[config.mk]
export PLATFORM = sky130hd
export DESIGN_NAME = bpred_wrport_ctrl_flat
export DESIGN_NICKNAME = d
export VERILOG_FILES = /design/src/rtl/bpred_wrport_ctrl_pkg.sv /design/src/rtl/bpred_wrport_ctrl_if.sv /design/src/rtl/bpred_wrport_ctrl_upd_fifo.sv /design/src/rtl/bpred_wrport_ctrl.sv /design/src/flat_wrapper.sv
export SDC_FILE = /design/constraint.sdc
export NUM_CORES = 1
export LEC_CHECK = 0
export ABC_AREA = 1
export ABC_CLOCK_PERIOD_IN_PS = 4320
export CAP_MARGIN = 25
export CORE_MARGIN = 2
export CORE_UTILIZATION = 49
export DETAILED_ROUTE_END_ITERATION = 10
export PLACE_DENSITY = 0.77
export SLEW_MARGIN = 20
export SYNTH_ARGS = -nofsm -noshare
export SYNTH_HDL_FRONTEND = slang
export SYNTH_HIERARCHICAL = 1
export SYNTH_SLANG_ARGS = --single-unit
[constraint.sdc]
create_clock -name clk -period 4.32 [get_ports clk]
set_input_delay 0.864 -clock clk [delete_from_list [all_inputs] [get_ports clk]]
set_output_delay 0.864 -clock clk [all_outputs]
set_load 0.01 [all_outputs]
[src/rtl/bpred_wrport_ctrl_pkg.sv]
// Shared types and helpers for the branch-predictor write-port controller.
package bpred_pkg;

    localparam int IDX_W = 8;

    localparam logic [3:0] BE_BIMODAL_ONLY = 4'b0001;
    localparam logic [3:0] BE_FULL         = 4'b1111;

    typedef enum logic {
        ST_INIT = 1'b0,
        ST_RUN  = 1'b1
    } wr_state_t;

    // One buffered execute-stage update; the counter is already advanced.
    typedef struct packed {
        logic [IDX_W-1:0] idx;
        logic [1:0]       ctr_next;
        logic             btb_wr;
        logic [29:0]      btb_data;
        logic [8:0]       carry;
    } upd_entry_t;

    localparam int UPD_ENTRY_W = $bits(upd_entry_t);

    // Saturating 2-bit bimodal counter step toward the resolved direction.
    function automatic logic [1:0] sat_ctr_next(input logic dir, input logic [1:0] ctr);
        logic [1:0] res;
        if (dir) begin
            res = (ctr == 2'b11) ? 2'b11 : ctr + 2'b01;
        end else begin
            res = (ctr == 2'b00) ? 2'b00 : ctr - 2'b01;
        end
        return res;
    endfunction

    // Memory word for an update; without a BTB write only the low byte lane is live.
    function automatic logic [35:0] pack_entry(input upd_entry_t e);
        logic [35:0] word;
        if (e.btb_wr) begin
            word = {e.btb_data, e.ctr_next, e.carry[3:0]};
        end else begin
            word = {27'b0, e.carry[8:6], e.ctr_next, e.carry[3:0]};
        end
        return word;
    endfunction

endpackage

[src/rtl/bpred_wrport_ctrl_if.sv]
// Update bus, software config port and predictor memory write pins.
interface bpred_wrport_ctrl_if #(
    parameter int IDX_W = bpred_pkg::IDX_W
);
    logic             up_valid;
    logic             stall;
    logic [31:0]      up_pc4;
    logic             up_dir;
    logic [1:0]       up_ctr;
    logic             up_btb_wr;
    logic [29:0]      up_btb_data;
    logic [8:0]       up_carry;

    logic             cfg_req;
    logic [IDX_W-1:0] cfg_index;
    logic [35:0]      cfg_data;
    logic [3:0]       cfg_be;
    logic             cfg_ack;

    logic             flush_req;

    logic             mem_wren;
    logic [IDX_W-1:0] mem_wraddress;
    logic [35:0]      mem_data;
    logic [3:0]       mem_byteena;

    logic             init_busy;
    logic             up_full;
    logic [15:0]      drop_count;

    modport master (
        output up_valid, stall, up_pc4, up_dir, up_ctr, up_btb_wr, up_btb_data, up_carry,
        output cfg_req, cfg_index, cfg_data, cfg_be, flush_req,
        input  cfg_ack, mem_wren, mem_wraddress, mem_data, mem_byteena,
        input  init_busy, up_full, drop_count
    );

    modport slave (
        input  up_valid, stall, up_pc4, up_dir, up_ctr, up_btb_wr, up_btb_data, up_carry,
        input  cfg_req, cfg_index, cfg_data, cfg_be, flush_req,
        output cfg_ack, mem_wren, mem_wraddress, mem_data, mem_byteena,
        output init_busy, up_full, drop_count
    );
endinterface

[src/rtl/bpred_wrport_ctrl_upd_fifo.sv]
// Small synchronous FIFO holding execute-stage updates until the port is free.
module bpred_upd_fifo #(
    parameter int DEPTH = 4,
    parameter int WIDTH = bpred_pkg::UPD_ENTRY_W
) (
    input  logic             clk,
    input  logic             reset,
    input  logic             clear,
    input  logic             push,
    input  logic [WIDTH-1:0] push_data,
    input  logic             pop,
    output logic [WIDTH-1:0] head_data,
    output logic             full,
    output logic             empty
);
    localparam int PTR_W = $clog2(DEPTH);
    localparam logic [PTR_W:0] PTR_ONE = {{PTR_W{1'b0}}, 1'b1};

    logic [WIDTH-1:0] store [DEPTH];
    logic [PTR_W:0]   wr_ptr;
    logic [PTR_W:0]   rd_ptr;
    logic             do_push;
    logic             do_pop;

    assign empty     = (wr_ptr == rd_ptr);
    assign full      = (wr_ptr[PTR_W] != rd_ptr[PTR_W]) &&
                       (wr_ptr[PTR_W-1:0] == rd_ptr[PTR_W-1:0]);
    assign do_pop    = pop & ~empty & ~clear;
    assign do_push   = push & (~full | do_pop) & ~clear;
    assign head_data = store[rd_ptr[PTR_W-1:0]];

    // Pointers carry an extra wrap bit so full and empty are distinguishable.
    always_ff @(posedge clk or posedge reset) begin
        if (reset) begin
            wr_ptr <= '0;
            rd_ptr <= '0;
        end else if (clear) begin
            wr_ptr <= '0;
            rd_ptr <= '0;
        end else begin
            if (do_push) wr_ptr <= wr_ptr + PTR_ONE;
            if (do_pop)  rd_ptr <= rd_ptr + PTR_ONE;
        end
    end

    // Entry storage needs no reset; validity comes from the pointers.
    always_ff @(posedge clk) begin
        if (do_push) store[wr_ptr[PTR_W-1:0]] <= push_data;
    end

endmodule

[src/rtl/bpred_wrport_ctrl.sv]
// Write-port controller: clearing sweep, update buffering, cfg arbitration.
module bpred_wrport_ctrl #(
    parameter int IDX_W      = bpred_pkg::IDX_W,
    parameter int FIFO_DEPTH = 4,
    parameter int AGE_LIMIT  = 8
) (
    input  logic               clk,
    input  logic               reset,
    bpred_wrport_ctrl_if.slave bus
);
    import bpred_pkg::*;

    localparam int AGE_W = $clog2(AGE_LIMIT + 1);

    wr_state_t        state, state_nxt;
    logic [IDX_W-1:0] sweep_idx, sweep_idx_nxt;
    logic [AGE_W-1:0] cfg_age;
    logic             age_win;
    logic             sweep_wr;
    logic             grant_fifo;
    logic             grant_cfg;

    logic             fifo_full;
    logic             fifo_empty;
    logic             enq;
    logic             drop_evt;
    upd_entry_t       push_entry;
    upd_entry_t       head_entry;

    logic [15:0]      drop_cnt;
    logic             wren_q;
    logic [IDX_W-1:0] addr_q;
    logic [35:0]      data_q;
    logic [3:0]       be_q;

    logic             unused_pc_bits;
    assign unused_pc_bits = ^{bus.up_pc4[31:IDX_W+2], bus.up_pc4[1:0]};

    assign age_win = (cfg_age >= AGE_W'(AGE_LIMIT));

    // Next state, sweep index and write-port grant for this cycle.
    always_comb begin
        state_nxt     = state;
        sweep_idx_nxt = sweep_idx;
        sweep_wr      = 1'b0;
        grant_fifo    = 1'b0;
        grant_cfg     = 1'b0;
        if (bus.flush_req) begin
            state_nxt     = ST_INIT;
            sweep_idx_nxt = '0;
        end else begin
            case (state)
                ST_INIT: begin
                    sweep_wr      = 1'b1;
                    sweep_idx_nxt = sweep_idx + IDX_W'(1);
                    if (sweep_idx == '1) state_nxt = ST_RUN;
                end
                ST_RUN: begin
                    if (bus.cfg_req && (age_win || fifo_empty)) begin
                        grant_cfg = 1'b1;
                    end else if (!fifo_empty) begin
                        grant_fifo = 1'b1;
                    end
                end
                default: state_nxt = ST_INIT;
            endcase
        end
    end

    // State register and sweep position.
    always_ff @(posedge clk or posedge reset) begin
        if (reset) begin
            state     <= ST_INIT;
            sweep_idx <= '0;
        end else begin
            state     <= state_nxt;
            sweep_idx <= sweep_idx_nxt;
        end
    end

    // Build the buffered entry; the counter step happens before queuing.
    always_comb begin
        push_entry          = '0;
        push_entry.idx      = bus.up_pc4[IDX_W+1:2];
        push_entry.ctr_next = sat_ctr_next(bus.up_dir, bus.up_ctr);
        push_entry.btb_wr   = bus.up_btb_wr;
        push_entry.btb_data = bus.up_btb_data;
        push_entry.carry    = bus.up_carry;
    end

    // A full FIFO still accepts when its head leaves in the same cycle.
    assign enq      = bus.up_valid & ~bus.stall & ~bus.flush_req & (~fifo_full | grant_fifo);
    assign drop_evt = bus.up_valid & ~bus.stall & ~bus.flush_req & fifo_full & ~grant_fifo;

    bpred_upd_fifo #(
        .DEPTH (FIFO_DEPTH),
        .WIDTH (UPD_ENTRY_W)
    ) u_fifo (
        .clk       (clk),
        .reset     (reset),
        .clear     (bus.flush_req),
        .push      (enq),
        .push_data (push_entry),
        .pop       (grant_fifo),
        .head_data (head_entry),
        .full      (fifo_full),
        .empty     (fifo_empty)
    );

    // Age of a losing cfg request; saturates at the limit, clears on grant.
    always_ff @(posedge clk or posedge reset) begin
        if (reset) begin
            cfg_age <= '0;
        end else if (grant_cfg) begin
            cfg_age <= '0;
        end else if (bus.cfg_req && !age_win) begin
            cfg_age <= cfg_age + AGE_W'(1);
        end
    end

    // Saturating count of updates lost to a full buffer.
    always_ff @(posedge clk or posedge reset) begin
        if (reset) begin
            drop_cnt <= '0;
        end else if (drop_evt && (drop_cnt != 16'hFFFF)) begin
            drop_cnt <= drop_cnt + 16'd1;
        end
    end

    // Registered write port, loaded from whichever source won this cycle.
    always_ff @(posedge clk or posedge reset) begin
        if (reset) begin
            wren_q <= 1'b0;
            addr_q <= '0;
            data_q <= '0;
            be_q   <= '0;
        end else begin
            wren_q <= sweep_wr | grant_fifo | grant_cfg;
            if (sweep_wr) begin
                addr_q <= sweep_idx;
                data_q <= '0;
                be_q   <= BE_FULL;
            end else if (grant_fifo) begin
                addr_q <= head_entry.idx;
                data_q <= pack_entry(head_entry);
                be_q   <= head_entry.btb_wr ? BE_FULL : BE_BIMODAL_ONLY;
            end else if (grant_cfg) begin
                addr_q <= bus.cfg_index;
                data_q <= bus.cfg_data;
                be_q   <= bus.cfg_be;
            end
        end
    end

    assign bus.mem_wren      = wren_q;
    assign bus.mem_wraddress = addr_q;
    assign bus.mem_data      = data_q;
    assign bus.mem_byteena   = be_q;
    assign bus.cfg_ack       = grant_cfg;
    assign bus.init_busy     = (state == ST_INIT);
    assign bus.up_full       = fifo_full;
    assign bus.drop_count    = drop_cnt;

endmodule

[src/flat_wrapper.sv]
// flat-port wrapper written by rule: the top's interface ports become plain ports
module bpred_wrport_ctrl_flat import bpred_pkg::*;
#(
    parameter int IDX_W      = bpred_pkg::IDX_W,
    parameter int FIFO_DEPTH = 4,
    parameter int AGE_LIMIT  = 8
)
  (clk, reset, bus_up_valid, bus_stall, bus_up_pc4, bus_up_dir, bus_up_ctr, bus_up_btb_wr, bus_up_btb_data, bus_up_carry, bus_cfg_req, bus_cfg_index, bus_cfg_data, bus_cfg_be, bus_flush_req, bus_cfg_ack, bus_mem_wren, bus_mem_wraddress, bus_mem_data, bus_mem_byteena, bus_init_busy, bus_up_full, bus_drop_count);
  bpred_wrport_ctrl_if #(.IDX_W(IDX_W)) bus_i ();
  input  logic clk;
  input  logic reset;
  input wire logic [$bits(bus_i.up_valid)-1:0] bus_up_valid;
  input wire logic [$bits(bus_i.stall)-1:0] bus_stall;
  input wire logic [$bits(bus_i.up_pc4)-1:0] bus_up_pc4;
  input wire logic [$bits(bus_i.up_dir)-1:0] bus_up_dir;
  input wire logic [$bits(bus_i.up_ctr)-1:0] bus_up_ctr;
  input wire logic [$bits(bus_i.up_btb_wr)-1:0] bus_up_btb_wr;
  input wire logic [$bits(bus_i.up_btb_data)-1:0] bus_up_btb_data;
  input wire logic [$bits(bus_i.up_carry)-1:0] bus_up_carry;
  input wire logic [$bits(bus_i.cfg_req)-1:0] bus_cfg_req;
  input wire logic [$bits(bus_i.cfg_index)-1:0] bus_cfg_index;
  input wire logic [$bits(bus_i.cfg_data)-1:0] bus_cfg_data;
  input wire logic [$bits(bus_i.cfg_be)-1:0] bus_cfg_be;
  input wire logic [$bits(bus_i.flush_req)-1:0] bus_flush_req;
  output wire logic [$bits(bus_i.cfg_ack)-1:0] bus_cfg_ack;
  output wire logic [$bits(bus_i.mem_wren)-1:0] bus_mem_wren;
  output wire logic [$bits(bus_i.mem_wraddress)-1:0] bus_mem_wraddress;
  output wire logic [$bits(bus_i.mem_data)-1:0] bus_mem_data;
  output wire logic [$bits(bus_i.mem_byteena)-1:0] bus_mem_byteena;
  output wire logic [$bits(bus_i.init_busy)-1:0] bus_init_busy;
  output wire logic [$bits(bus_i.up_full)-1:0] bus_up_full;
  output wire logic [$bits(bus_i.drop_count)-1:0] bus_drop_count;
  assign bus_i.up_valid = bus_up_valid;
  assign bus_i.stall = bus_stall;
  assign bus_i.up_pc4 = bus_up_pc4;
  assign bus_i.up_dir = bus_up_dir;
  assign bus_i.up_ctr = bus_up_ctr;
  assign bus_i.up_btb_wr = bus_up_btb_wr;
  assign bus_i.up_btb_data = bus_up_btb_data;
  assign bus_i.up_carry = bus_up_carry;
  assign bus_i.cfg_req = bus_cfg_req;
  assign bus_i.cfg_index = bus_cfg_index;
  assign bus_i.cfg_data = bus_cfg_data;
  assign bus_i.cfg_be = bus_cfg_be;
  assign bus_i.flush_req = bus_flush_req;
  assign bus_cfg_ack = bus_i.cfg_ack;
  assign bus_mem_wren = bus_i.mem_wren;
  assign bus_mem_wraddress = bus_i.mem_wraddress;
  assign bus_mem_data = bus_i.mem_data;
  assign bus_mem_byteena = bus_i.mem_byteena;
  assign bus_init_busy = bus_i.init_busy;
  assign bus_up_full = bus_i.up_full;
  assign bus_drop_count = bus_i.drop_count;
  bpred_wrport_ctrl #(.IDX_W(IDX_W), .FIFO_DEPTH(FIFO_DEPTH), .AGE_LIMIT(AGE_LIMIT)) u_core (.clk(clk), .reset(reset), .bus(bus_i));
endmodule
==> metrics, run 1 <==
Reg2Reg Launch Point u_core/u_fifo/rd_ptr[0]$_DFFE_PP0P_; core area 24,110 sq um; hold_buf cts 0; Final Skew 0.009808 ns; total global-route track usage 21.70%; DR WL/cell 16.88 um; class of the worst hold path register to register; kind of critical path register to output port; Iter 0 DRT Violations 868; post-layout util 61.43%; # fillers 1,929; GPL Wtd Cong 0.8540; Resized cells post-CTS 0; Total Nets Final 1,442; vias 8,866; WHS 0.4678 ns; Worst EP required 3.46 ns; WP data arrival 3.13 ns; mapped cell area 11,940 sq um; fin. max-slew vios 0; status finished clean; CP Capture Type output port; DR DRC count 0; vias per cell 5.380; die area 25,640 sq um; CP delay by family, top buffers and inverters; min-delay src u_core/cfg_age[2]$_DFFE_PP0P_; total CTS buffers 26; remaining global-route overflow 0; Syn Inst Count 1,147; final setup TNS 0 ns; Worst-Skew Late Latency 0.53 ns; CTS Sinks 276; Setup Viol. Count Final 0; FMAX 0.2507 GHz; fin crit period 3.989 ns; Critical Path Slowest Stage Cell dfrtp_4; post-CTS setup buffers 0; clock-pin slew on the worst setup and hold paths 0.06 ns; Cell Chain, Critical Path clkinv_2 -> nand2_1 -> nand2_2 -> nor2_4 -> nand2_2 -> inv_1 -> o21ai_2 -> nor2_1 -> clkdlybuf4s50_1; Yosys warning total 6; post-route ant nets 0; share of layout cells above drive strength 1 7.029%; CTS Root Buffer Type clkbuf_16; Worst Setup Slack, final 0.3308 ns; Mapped Avg Cell Area 10.41 sq um; multi-input logic area 3581 sq um; Max Buffers Root-to-Sink 3; first-pass GRT wire length 44,280 um; commonest non-fill, non-tap cell in the layout nand2_1; Net Count, Synth 1,285; Area Growth Syn to Fin 24.01%; initial antenna violation count 2; Hold Fails Final Rpt 0; # port buffers 170; most frequent cells in the layout 309 x nand2_1, 192 x edfxtp_1, 170 x clkdlybuf4s50_1, 134 x nor2_1, 82 x dfrtp_1; htree depth 1; crit path max fanout 35; design area 14,810 sq um; Worst setup SP type register; Setup crit start u_core/u_fifo/rd_ptr[0]$_DFFE_PP0P_; FF/Latch Area 7873 sq um; die width 160.1 um; Routed WL 27,810 um; dpl ws 0.8253 ns; Max-slew headroom 37.64%; number of max-cap violations 0; CTS tree yes; Worst Tran Pin Value 0.9341 ns; RSZ-0062 raised after global routing no; largest net degree at the start of global routing 81; dpl cell area 13,950 sq um; CP bufs+invs 3; max incr delay on CP 0.66 ns; starting density of the core 49.54%; vias in the first global route 8,573; PwrDens 369.0 nW/um^2; detailed-router iteration count before antenna repair 5; total power 5.464 mW; HPWL after detailed placement 17,230 um; Leak 5.866 nW; # IOs 197; Most common cell on crit path nand2_2; Site Rows 57; Worst VDD drop 0.2873 mV; height of the die 160.1 um; Final Cycle Share 92.34%; Placed Cells 1,600; fin cells 1,648
-- worst register-to-register path, delay by kind of cell, from the launching register on --
kind | cells | cell delay, ns
AND/OR/NAND/NOR | 7 | 1.26
AO/OA/AOI/OAI | 2 | 0.48
flip-flops | 1 | 0.63
buffers and inverters | 4 | 0.86
-- per-layer routing --
layer	vias to the layer above	global-route usage (%)	routed length, um
met2	322	36.80	13430
li1	4259	-	-
met1	4238	28.85	11920
met5	-	0	0
met3	47	4.052	1845
met4	0	6.102	617
-- state kept, by name, indices dropped and copies added, names as in the netlist --
| signal | count |
|---|---|
| u_core/sweep_idx | 8 |
| u_core/bus.mem_byteena | 4 |
| u_core/bus.mem_wren | 1 |
| u_core/state | 1 |
| u_core/u_fifo/wr_ptr | 3 |
| u_core/bus.mem_data | 36 |
| u_core/cfg_age | 4 |
| u_core/u_fifo/rd_ptr | 3 |
| u_core/bus.mem_wraddress | 8 |
| u_core/bus.drop_count | 16 |
| u_core/u_fifo/store | 192 |
-- path summary, 6_finish.rpt --
path                                                        endpoint  slack, ns  cells past startpoint
worst max register to register  u_core/u_fifo/store[2][13]$_DFFE_PP_       0.80                     13
worst min register to register         u_core/cfg_age[2]$_DFFE_PP0P_       0.47                      1
min in group asynchronous        u_core/u_fifo/rd_ptr[2]$_DFFE_PP0P_       0.65                      2
worst max-delay path                                     bus_cfg_ack       0.33                      9
worst min-delay path                   u_core/cfg_age[2]$_DFFE_PP0P_       0.47                      1
max in group asynchronous        u_core/bus.mem_data[13]$_DFFE_PP0P_       3.13                      3
-- cell type report --
| class | count | area share (%) |
|---|---|---|
| tap | 324 | 2.738 |
| antenna | 1 | 0.01690 |
| timing repair buffer | 188 | 12.83 |
| clock buffer | 31 | 4.799 |
| clock inverter | 16 | 0.9632 |
| sequential | 276 | 53.16 |
| inverter | 51 | 1.310 |
| multi-input combinational | 761 | 24.18 |
-- power breakdown --
| group | total, mW | leakage (nW) | internal [mW] | switching [mW] |
|---|---|---|---|---|
| sequential | 2.91 | 2.86 | 2.88 | 0.0297 |
| clock | 2.25 | 0.423 | 1.30 | 0.953 |
| combinational | 0.302 | 2.58 | 0.152 | 0.151 |
Note: power is estimated with default switching activity, not from simulation.
==> inputs of run 2 (changes only) <==
--- a/config.mk
+++ b/config.mk
@@ -9,11 +9,10 @@
 export ABC_CLOCK_PERIOD_IN_PS = 4320
 export CAP_MARGIN = 25
 export CORE_MARGIN = 2
-export CORE_UTILIZATION = 49
+export CORE_UTILIZATION = 48
 export DETAILED_ROUTE_END_ITERATION = 10
-export PLACE_DENSITY = 0.77
+export PLACE_DENSITY = 0.76
 export SLEW_MARGIN = 20
 export SYNTH_ARGS = -nofsm -noshare
 export SYNTH_HDL_FRONTEND = slang
-export SYNTH_HIERARCHICAL = 1
 export SYNTH_SLANG_ARGS = --single-unit
==> metrics, run 2 <==
status finished clean; Final Cycle Share 83.27%; number of max-cap violations 0; total global-route track usage 21.39%; Mapped Avg Cell Area 10.43 sq um; Max Buffers Root-to-Sink 3; CTS tree yes; clock share of power 39.7%; r2r worst-path depth 10; Final Skew 0.02196 ns; hold_buf cts 0; Comb power frac 7.3%; initial antenna violation count 3; cell taking the most area after synthesis edfxtp_1; share of the synthesized area in the top cell type 48.61%; CTS Root Buffer Type clkbuf_16; dpl cell area 13,890 sq um; first-pass GRT wire length 44,120 um; Hold Fails Final Rpt 0; most frequent cells in the layout 351 x nand2_1, 192 x edfxtp_1, 170 x clkdlybuf4s50_1, 94 x o21ai_0, 90 x nand3_1; most frequent cells after synthesis 351 x nand2_1, 192 x edfxtp_1, 94 x o21ai_0, 90 x nand3_1, 88 x nor2_1; Worst Setup Slack, final 0.7226 ns; Reg2Reg Launch Point u_core.u_fifo.rd_ptr[0]$_DFFE_PP0P_; die area 25,980 sq um; CTS Sinks 276; height of the die 161.2 um; class of the worst hold path register to register; FMAX 0.2780 GHz; Seq/Total Area, Yosys 66.34%; Net Sw Frac 21.18%; top_reg_cell synth edfxtp_1; htree depth 1; starting density of the core 48.77%; Syn Inst Count 1,137; EDFF count, synth 192; Yosys warning total 0; final setup TNS 0 ns; Max-slew headroom 34.66%; HPWL after detailed placement 17,600 um; fin. max-slew vios 0; Routed WL 27,780 um; sequential power share 53.0%; detailed-router iteration count before antenna repair 6; synth top area cells edfxtp_1 49%, dfrtp_1 18%, nand2_1 11%; CP Capture Type output port; dpl ws 0.7320 ns; Worst setup SP type primary input; vias per cell 5.238; crit path max fanout 9; Area Growth Syn to Fin 24.20%; fin crit period 3.597 ns; Worst Hold Path EP u_core.bus.mem_byteena[0]$_DFFE_PP0P_; total CTS buffers 27; post-layout util 60.57%; kind of critical path primary input to output port; Worst-Skew Late Latency 0.53 ns; post-CTS setup buffers 0; remaining global-route overflow 0; share of layout cells above drive strength 1 6.231%; # IOs 197; die width 161.2 um; min-delay src u_core.bus.mem_byteena[0]$_DFFE_PP0P_; core area 24,320 sq um; # port buffers 170; largest net degree at the start of global routing 98; Worst VDD drop 0.2630 mV; DR DRC count 0; Site Rows 57; reg-to-reg setup timing slack 1.57 ns; Setup Viol. Count Final 0; Leak 5.962 nW; # fillers 1,912; Worst EP required 3.46 ns; WP data arrival 2.73 ns; vias in the first global route 8,408; clock-pin slew on the worst setup and hold paths 0.06 ns; Resized cells post-CTS 0; GPL Wtd Cong 0.8526; Worst Tran Pin Value 0.9801 ns; max reg flops 192; mapped cell area 11,860 sq um; Total Nets Final 1,434; worst hold path depth 2; flops & latches, synth 276; PwrDens 378.9 nW/um^2; Iter 0 DRT Violations 630; RR Endpoint u_core.bus.mem_data[17]$_DFFE_PP0P_; post-route ant nets 0; RSZ-0062 raised after global routing no; total power 5.581 mW; ys async rst share 30.43%; internal power 4.399 mW; design area 14,730 sq um; switching power 1.182 mW; commonest non-fill, non-tap cell in the layout nand2_1; Netlist cell types 35; most frequent cell after synthesis nand2_1; DR WL/cell 16.93 um; Net Count, Synth 1,275; vias 8,595
## run 2: critical path: stages
cell and delay (ns):
clkdlybuf4s50_1 0.59, inv_2 0.24, nand2_2 0.14, inv_2 0.13
nand3_4 0.10, inv_1 0.12, clkdlybuf4s50_1 0.55
## run 2: cell families (layout without fill, tap and decap cells)
kind of cell / after synthesis / in the layout / synth area share (%)
other: 0 / 1 / 0
XOR/XNOR: 13 / 13 / 0.9600
AO/OA/AOI/OAI: 162 / 162 / 7.754
flip-flops: 276 / 276 / 66.34
adder cells (fa/ha/maj): 9 / 9 / 0.9495
buffers and inverters: 120 / 299 / 4.652
AND/OR/NAND/NOR: 557 / 557 / 19.35
## run 2: layout make-up
cell class | count | area [sq um] | area share, %
Timing Repair Buffer | 189 | 1914 | 13.00
Inverter | 61 | 235.2 | 1.597
Sequential cell | 276 | 7869 | 53.42
Tap cell | 324 | 405.4 | 2.752
Clock inverter | 11 | 106.4 | 0.7220
Clock buffer | 38 | 726.9 | 4.935
Multi-Input combinational cell | 741 | 3471 | 23.56
Antenna cell | 1 | 2.502 | 0.01699
## run 2: power groups by stage
stage               registers [mW]  clock network [mW]  logic (mW)
floorplan                     3.02                   0       0.180
global placement              3.01                   0       0.395
detailed placement            3.01                   0       0.408
CTS                           2.96                2.26       0.412
global route                  2.96                2.37       0.456
finish                        2.96                2.22       0.407
## run 2: how the worst max path moves through the flow
stage | from | end | slack (ns) | depth (start not counted)
finish | bus_flush_req | bus_cfg_ack | 0.72 | 7
global route | bus_flush_req | bus_cfg_ack | 0.61 | 7
CTS | bus_flush_req | bus_cfg_ack | 0.75 | 7
detailed placement | bus_flush_req | u_core.bus.mem_wraddress[2]$_DFFE_PP0P_ | 0.73 | 11
global placement | bus_flush_req | bus_cfg_ack | 0.75 | 7
floorplan | bus_flush_req | u_core.u_fifo.store[0][0]$_DFFE_PP_ | 0.30 | 7
## run 2: metal layers
metal / vias to the layer above / global-route usage [%] / wire length [um]
met5: - / 0 / 27
met4: 4 / 5.317 / 412
met3: 31 / 3.980 / 1997
met2: 291 / 35.97 / 13350
met1: 4087 / 29.03 / 11990
li1: 4182 / - / -
## run 2: per-stage QoR
| stage | hold WS, ns | instances |
|---|---|---|
| finish | 0.5041 | 1641 |
| global route | 0.5377 | 1641 |
| CTS | 0.5081 | 1640 |
| detailed placement | 0.4951 | 1591 |
| global placement | 0.4807 | 1590 |
| floorplan | 0.4943 | 1137 |
==> inputs of run 3 (changes only) <==
--- a/config.mk
+++ b/config.mk
@@ -6,7 +6,7 @@
 export NUM_CORES = 1
 export LEC_CHECK = 0
 export ABC_AREA = 1
-export ABC_CLOCK_PERIOD_IN_PS = 4320
+export ABC_CLOCK_PERIOD_IN_PS = 3100
 export CAP_MARGIN = 25
 export CORE_MARGIN = 2
 export CORE_UTILIZATION = 48
==> constraint.sdc (replaced) <==
create_clock -name clk -period 3.1 [get_ports clk]
set_input_delay 0.62 -clock clk [delete_from_list [all_inputs] [get_ports clk]]
set_output_delay 0.62 -clock clk [all_outputs]
set_load 0.01 [all_outputs]
==> metrics, run 3 (same netlist as run 2, synthesis figures left out) <==
Critical Path Slowest Stage Cell clkdlybuf4s50_1; commonest non-fill, non-tap cell in the layout nand2_1; first-pass GRT wire length 42,740 um; Total Nets Final 1,450; max incr delay on CP 0.54 ns; DR WL/cell 16.46 um; class of the worst hold path primary input to asynchronous set/reset pin; RSZ-0062 raised after global routing no; Leak 6.030 nW; share of layout cells above drive strength 1 7.357%; reg-to-reg setup timing slack 0.50 ns; vias in the first global route 8,068; post-route ant nets 0; Hold Fails Final Rpt 0; Max Buffers Root-to-Sink 3; kind of critical path register to output port; fin crit period 2.870 ns; PwrDens 524.3 nW/um^2; design area 14,840 sq um; total CTS buffers 27; CTS Sinks 276; Setup Viol. Count Final 0; CP delay by family, top buffers and inverters; CP bufs+invs 3; number of max-cap violations 0; total global-route track usage 20.90%; initial antenna violation count 1; crit path max fanout 8; core area 24,320 sq um; WP data arrival 2.25 ns; Cell Chain, Critical Path inv_1 -> nand2_1 -> nand2_2 -> nand3_4 -> nand2_2 -> nand3_4 -> inv_1 -> clkdlybuf4s50_1; die area 25,980 sq um; Max-slew headroom 36.76%; max reg flops 192; hold_buf cts 0; Worst setup SP type register; dpl cell area 13,940 sq um; Worst-Skew Late Latency 0.53 ns; CTS Root Buffer Type clkbuf_16; starting density of the core 48.77%; die width 161.2 um; Routed WL 27,290 um; GPL Wtd Cong 0.8634; total power 7.779 mW; # IOs 197; Worst Tran Pin Value 0.9485 ns; fin. max-slew vios 0; Final Cycle Share 92.59%; vias per cell 5.180; height of the die 161.2 um; Worst VDD drop 0.3400 mV; remaining global-route overflow 0; Final Skew 0.008370 ns; Worst EP required 2.48 ns; CP Capture Type output port; vias 8,588; status finished clean; Area Growth Syn to Fin 25.11%; final setup TNS 0 ns; detailed-router iteration count before antenna repair 7; HPWL after detailed placement 17,610 um; DR DRC count 0; Site Rows 57; Iter 0 DRT Violations 722; most frequent cells in the layout 351 x nand2_1, 192 x edfxtp_1, 170 x clkdlybuf4s50_1, 94 x o21ai_0, 90 x nand3_1; # port buffers 170; largest net degree at the start of global routing 97; clock-pin slew on the worst setup and hold paths 0.07 ns; FMAX 0.3484 GHz; htree depth 1; CTS tree yes
## run 3: changes by cell type in the layout (fill, tap and decap cells not counted), moves of 2 or more
cell	previous run	this run
buf_4	14	31
clkinv_2	7	5
clkinv_1	1	7
clkbuf_1	10	4
## run 3: final timing paths
path	to	cells after the start	from
setup / recovery	bus_cfg_ack	8	u_core.u_fifo.wr_ptr[0]$_DFFE_PP0P_
hold / removal	u_core.bus.drop_count[6]$_DFFE_PP0P_	2	reset
max in group asynchronous	u_core.u_fifo.rd_ptr[0]$_DFFE_PP0P_	3	reset
setup reg to reg	u_core.bus.mem_data[29]$_DFFE_PP0P_	9	u_core.u_fifo.rd_ptr[0]$_DFFE_PP0P_
min in group clk	u_core.bus.mem_wraddress[1]$_DFFE_PP0P_	2	u_core.bus.mem_wraddress[1]$_DFFE_PP0P_
hold reg to reg	u_core.bus.mem_wraddress[1]$_DFFE_PP0P_	2	u_core.bus.mem_wraddress[1]$_DFFE_PP0P_
## run 3: what timing repair did
| item | in CTS | in global routing |
|---|---|---|
| gates resized for setup | 0 | 0 |
| setup buffers | 0 | 5 |
| endpoints found under the setup margin | 0 | 1 |
## run 3: cell type report
class,count,area (sq um)
inverters,61,235.2
repair buffers,205,2022
well taps,324,405.4
multi-input cells,741,3471
diodes,2,5.005
clock buffers,31,690.7
clock inverters,18,140.1
flip-flops and latches,276,7869
fillers,1908,9482
## run 3: through the flow
step	hold WS (ns)	setup slack, ns	std cells	util, %
after floorplan	0.4943	-0.6762	1137	-
after global placement	0.4811	0.1162	1601	57.31
after detailed placement	0.4938	0.09926	1601	57.31
after CTS	0.4584	0.08277	1650	60.72
after global routing	0.4855	0.07213	1657	61.00
final	0.4493	0.2296	1658	61.01
## run 3: routing by layer
layer	up-vias	wire length, um	GRT usage (%)
met3	44	1681	3.364
li1	4228	-	-
met2	271	13140	34.51
met4	0	694	6.291
met1	4045	11780	28.83
met5	-	0	0
## run 3: where the power goes
| part | leakage [nW] | switching [mW] | total (mW) | internal (mW) |
|---|---|---|---|---|
| clock network | 0.397 | 1.33 | 3.08 | 1.76 |
| logic | 2.80 | 0.289 | 0.573 | 0.283 |
| registers | 2.83 | 0.0650 | 4.12 | 4.06 |
==> RTL change 1, RTL diff (settings of run 1) <==
`AGE_LIMIT` is set to 8 in 2 places; all go to 4.
--- a/src/rtl/bpred_wrport_ctrl.sv
+++ b/src/rtl/bpred_wrport_ctrl.sv
@@ -4,3 +4,3 @@
     parameter int FIFO_DEPTH = 4,
-    parameter int AGE_LIMIT  = 8
+    parameter int AGE_LIMIT  = 4
 ) (
--- a/src/flat_wrapper.sv
+++ b/src/flat_wrapper.sv
@@ -5,3 +5,3 @@
     parameter int FIFO_DEPTH = 4,
-    parameter int AGE_LIMIT  = 8
+    parameter int AGE_LIMIT  = 4
 )
Function: same outputs for any inputs over 4 cycles, from zero or initial values and one cycle with reset high; that may be too few to reach the edited logic, so the function may still have changed.
==> RTL change 1 against run 1 <==
Setup slack gained 0.21 ns. Clock skew grew 0.015 ns. Largest power group unchanged. Sequential cell count shrank 1. First-iteration DRC count shrank 18%. Register-to-register slack lost 0.02 ns. Count of clock-buffer cells in the layout is the same. Wire length is essentially flat. Via count shrank 1.3%. Power grew 2.3%. Die area shrank 1.1%. Cell area shrank 0.12%. Area after synthesis shrank 1.1%. Critical endpoint unchanged. Critical path depth is the same.
==> RTL change 1: results (changes against run 1) <==
* Status: finished, final reports clean
* WP data arrival at 2.92 ns (-0.21 ns)
* Filler cells at 1839 (-4.7%)
* # setup viols final at 0 (unchanged)
* P_sw at 0.00115 W (+1.4%)
* Leak at 5.95 nW (+1.5%)
* Final net count at 1448 (+0.42%)
* Sequential Power Share at 51.6% (-1.7 points)
* Routing usage on met1 at 28.4% (-0.41 points)
* Crit-path slowest cell: dfrtp_2
* 1st-pass router iterations at 7 (+2)
* Total power at 0.00559 W (+2.3%)
* Per-cell routed wire length at 16.8 µm (-0.40%)
* Met2 Wirelength at 13.4 mm (-0.39%)
* Hold Path End: u_core/bus.mem_data[15]$_DFFE_PP0P_
* Clock buffer count from CTS at 28 (+7.7%)
* FF-to-FF path depth at 12 (-1)
* Share of cells above drive strength 1 at 6.98% (-0.053 points)
* Max_slew headroom at 36.6% (-1.0 points)
* Gr usage total at 21.7% (-0.037 points)
* Dpl ws at 0.426 ns (-0.400 ns)
* Reg2reg end: u_core/bus.mem_byteena[0]$_DFFE_PP0P_
* DRT met1 WL at 11.7 mm (-2.0%)
* Worst skew pair latency at 0.55 ns (+0.02 ns)
* Reg2Reg Setup Slack at 0.78 ns (-0.02 ns)
* GP Congestion at 0.862 (+0.88%)
* Fmax at 264 MHz (+5.4%)
* Cells on Worst Hold Path at 2 (+1)
* Max VDD drop at 0.000267 V (-7.0%)
* Clock power share at 43.4% (+2.2 points)
* Worst R2R Start: u_core/u_fifo/rd_ptr[1]$_DFFE_PP0P_
* Met3 GRT Util at 4.35% (+0.30 points)
* Largest stage delay, worst path at 0.69 ns (+0.03 ns)
* WHS at 0.478 ns (+0.0102 ns)
* HPWL after DPL at 16.9 mm (-1.7%)
* Met2 usage at 36.7% (-0.077 points)
* Met3 routed WL at 2.18 mm (+18%)
-- RTL change 1: layout make-up --
class,instances,area [µm²],share of cell area (%)
Antenna cell,1,2.50,0.0169
Clock buffer,31,712,4.81
Clock inverter,21,224,1.51
Inverter,47,183,1.24
Multi-Input combinational cell,769,3530,23.8
Sequential cell,275,7850,53.1
Tap cell,319,399,2.70
Timing Repair Buffer,190,1900,12.8
-- RTL change 1: critical path, delay by kind of cell (launching register included) --
kind                   cells  cell delay [ns]
AND/OR/NAND/NOR            5             0.64
AO/OA/AOI/OAI              1             0.18
flip-flops                 1             0.69
buffers and inverters      3             0.84
-- RTL change 1: through the flow --
stage          area [µm²]  setup TNS (ns)  cells
4_1_cts             14800               0   1650
6_report            14800               0   1653
3_3_place_gp        13800               0   1598
5_1_grt             14800               0   1653
3_5_place_dp        13800               0   1598
2_1_floorplan       11800          -76.49   1145
==> RTL change 2, RTL diff (flow settings as in run 1) <==
Made on the original files. Reset style: synchronous (`reset`), changed in 5 clocked blocks.
--- a/src/rtl/bpred_wrport_ctrl_upd_fifo.sv
+++ b/src/rtl/bpred_wrport_ctrl_upd_fifo.sv
@@ -32,3 +32,3 @@
     // Pointers carry an extra wrap bit so full and empty are distinguishable.
-    always_ff @(posedge clk or posedge reset) begin
+    always_ff @(posedge clk) begin
         if (reset) begin
--- a/src/rtl/bpred_wrport_ctrl.sv
+++ b/src/rtl/bpred_wrport_ctrl.sv
@@ -70,3 +70,3 @@
     // State register and sweep position.
-    always_ff @(posedge clk or posedge reset) begin
+    always_ff @(posedge clk) begin
         if (reset) begin
@@ -110,3 +110,3 @@
     // Age of a losing cfg request; saturates at the limit, clears on grant.
-    always_ff @(posedge clk or posedge reset) begin
+    always_ff @(posedge clk) begin
         if (reset) begin
@@ -121,3 +121,3 @@
     // Saturating count of updates lost to a full buffer.
-    always_ff @(posedge clk or posedge reset) begin
+    always_ff @(posedge clk) begin
         if (reset) begin
@@ -130,3 +130,3 @@
     // Registered write port, loaded from whichever source won this cycle.
-    always_ff @(posedge clk or posedge reset) begin
+    always_ff @(posedge clk) begin
         if (reset) begin
Function: differs if reset is asserted again (counterexample within 4 cycles, from zero or initial values and one cycle with reset high); with reset held inactive, the same outputs for 4 cycles.
==> RTL change 2 against run 1 <==
Via count fell by 2.1%. Cell area fell by 3.2%. Non-clock buffer count fell by 4. Synthesized cell count fell by 4.3%. Highest routed layer is now met5. Setup slack improved by 0.61 ns. First-iteration DRC count fell by 8.2%. Area after synthesis fell by 4.6%. Sequential cell count rose by 2. Sequential share of layout area fell by 0.92 points. Largest power group unchanged. Wire length fell by 1.0%. Power rose by 0.98%. Critical endpoint unchanged. Critical path type unchanged. Fmax rose by 18%.
==> RTL change 2: results (changes against run 1) <==
* Status: finished, final reports clean
* Vias in the first global route at 8403 (-2.0%)
* Clock tree buffer depth at 3 (unchanged)
* Largest stage delay, worst path at 0.58 ns (-0.08 ns)
* Synth Warn # at 6 (unchanged)
* Worst skew pair latency at 0.55 ns (+0.02 ns)
* Max reg flops at 192 (unchanged)
* Per-cell routed wire length at 17.6 µm (+4.4%)
* 1st-pass router iterations at 7 (+2)
* Initial drt markers at 797 (-8.2%)
* DP Area at 13400 µm² (-4.1%)
* Worst setup endpoint: bus_cfg_ack
* Inst Count DP at 1507 (-5.8%)
* Cells on Worst Hold Path at 2 (+1)
* CP Max Fanout at 4 (-89%)
* Share of cells above drive strength 1 at 6.90% (-0.13 points)
* Instance count of the mapped netlist at 1098 (-4.3%)
* GP Congestion at 0.795 (-6.9%)
* Initial antenna violation count at 2 (unchanged)
* Vias at 8678 (-2.1%)
* Clock buffer count from CTS at 29 (+12%)
* FF-to-FF path depth at 14 (+1)
* WP data arrival at 2.51 ns (-0.62 ns)
* Post-CTS Setup Repair Bufs at 0 (unchanged)
* CP startpoint: u_core/u_fifo/wr_ptr[1]$_SDFFE_PP0P_
* Min-delay src: u_core/sweep_idx[6]$_SDFFE_PP0N_
* Final net count at 1391 (-3.5%)
* HPWL after DPL at 16.4 mm (-5.0%)
* Hold Path Class: flip-flop to flip-flop
* Max VDD drop at 0.000279 V (-3.1%)
* Gr usage total at 22.2% (+0.53 points)
* Worst path top cell family by delay: buffers and inverters
* Port Buffers at 170 (unchanged)
* Dpl ws at 0.837 ns (+0.0112 ns)
* Crit-path slowest cell: clkdlybuf4s50_1
* WHS at 0.498 ns (+0.0305 ns)
* Pin count of the biggest net entering global routing at 91 (+12%)
* Leak at 5.02 nW (-14%)
* Final period utilization at 78.2% (-14 points)
* Reg2reg end: u_core/u_fifo/store[1][23]$_DFFE_PP_
* Root buffer cell: clkbuf_16
* Max_slew headroom at 39.2% (+1.5 points)
* Reg2Reg Setup Slack at 1.44 ns (+0.64 ns)
* Hold Path End: u_core/sweep_idx[6]$_SDFFE_PP0N_
* Skew final at 0.0189 ns (+0.00913 ns)
* Vias per cell at 5.56 (+3.3%)
* PostCTS Resize Cnt at 0 (unchanged)
* Syn_nets at 1236 (-3.8%)
* First-pass GRT wire length at 42.8 mm (-3.3%)
* Clk slew on worst S/H paths at 0.06 ns (about the same)
* CTS HTree Levels at 1 (unchanged)
[RTL change 2: cell type report]
class,instances,area [µm²]
repair buffers,184,1870
diodes,1,2.50
multi-input cells,711,3480
flip-flops and latches,278,7490
well taps,285,357
clock buffers,42,835
fillers,1793,8370
clock inverters,12,120
inverters,49,185
[RTL change 2: report_power, final]
| group | internal, W | switching, W |
|---|---|---|
| combinational | 0.000106 | 0.0000849 |
| clock | 0.00146 | 0.00100 |
| sequential | 0.00286 | 0.00000705 |
| total | 0.00443 | 0.00109 |
[RTL change 2: routing by layer]
layer / GRT usage (%) / share of wire (%) / vias up
li1: - / - / 4194
met1: 28.9 / 42 / 4096
met5: 0 / 0.047 / -
met4: 7.99 / 2.7 / 2
met2: 38.0 / 48 / 329
met3: 3.41 / 6.6 / 57
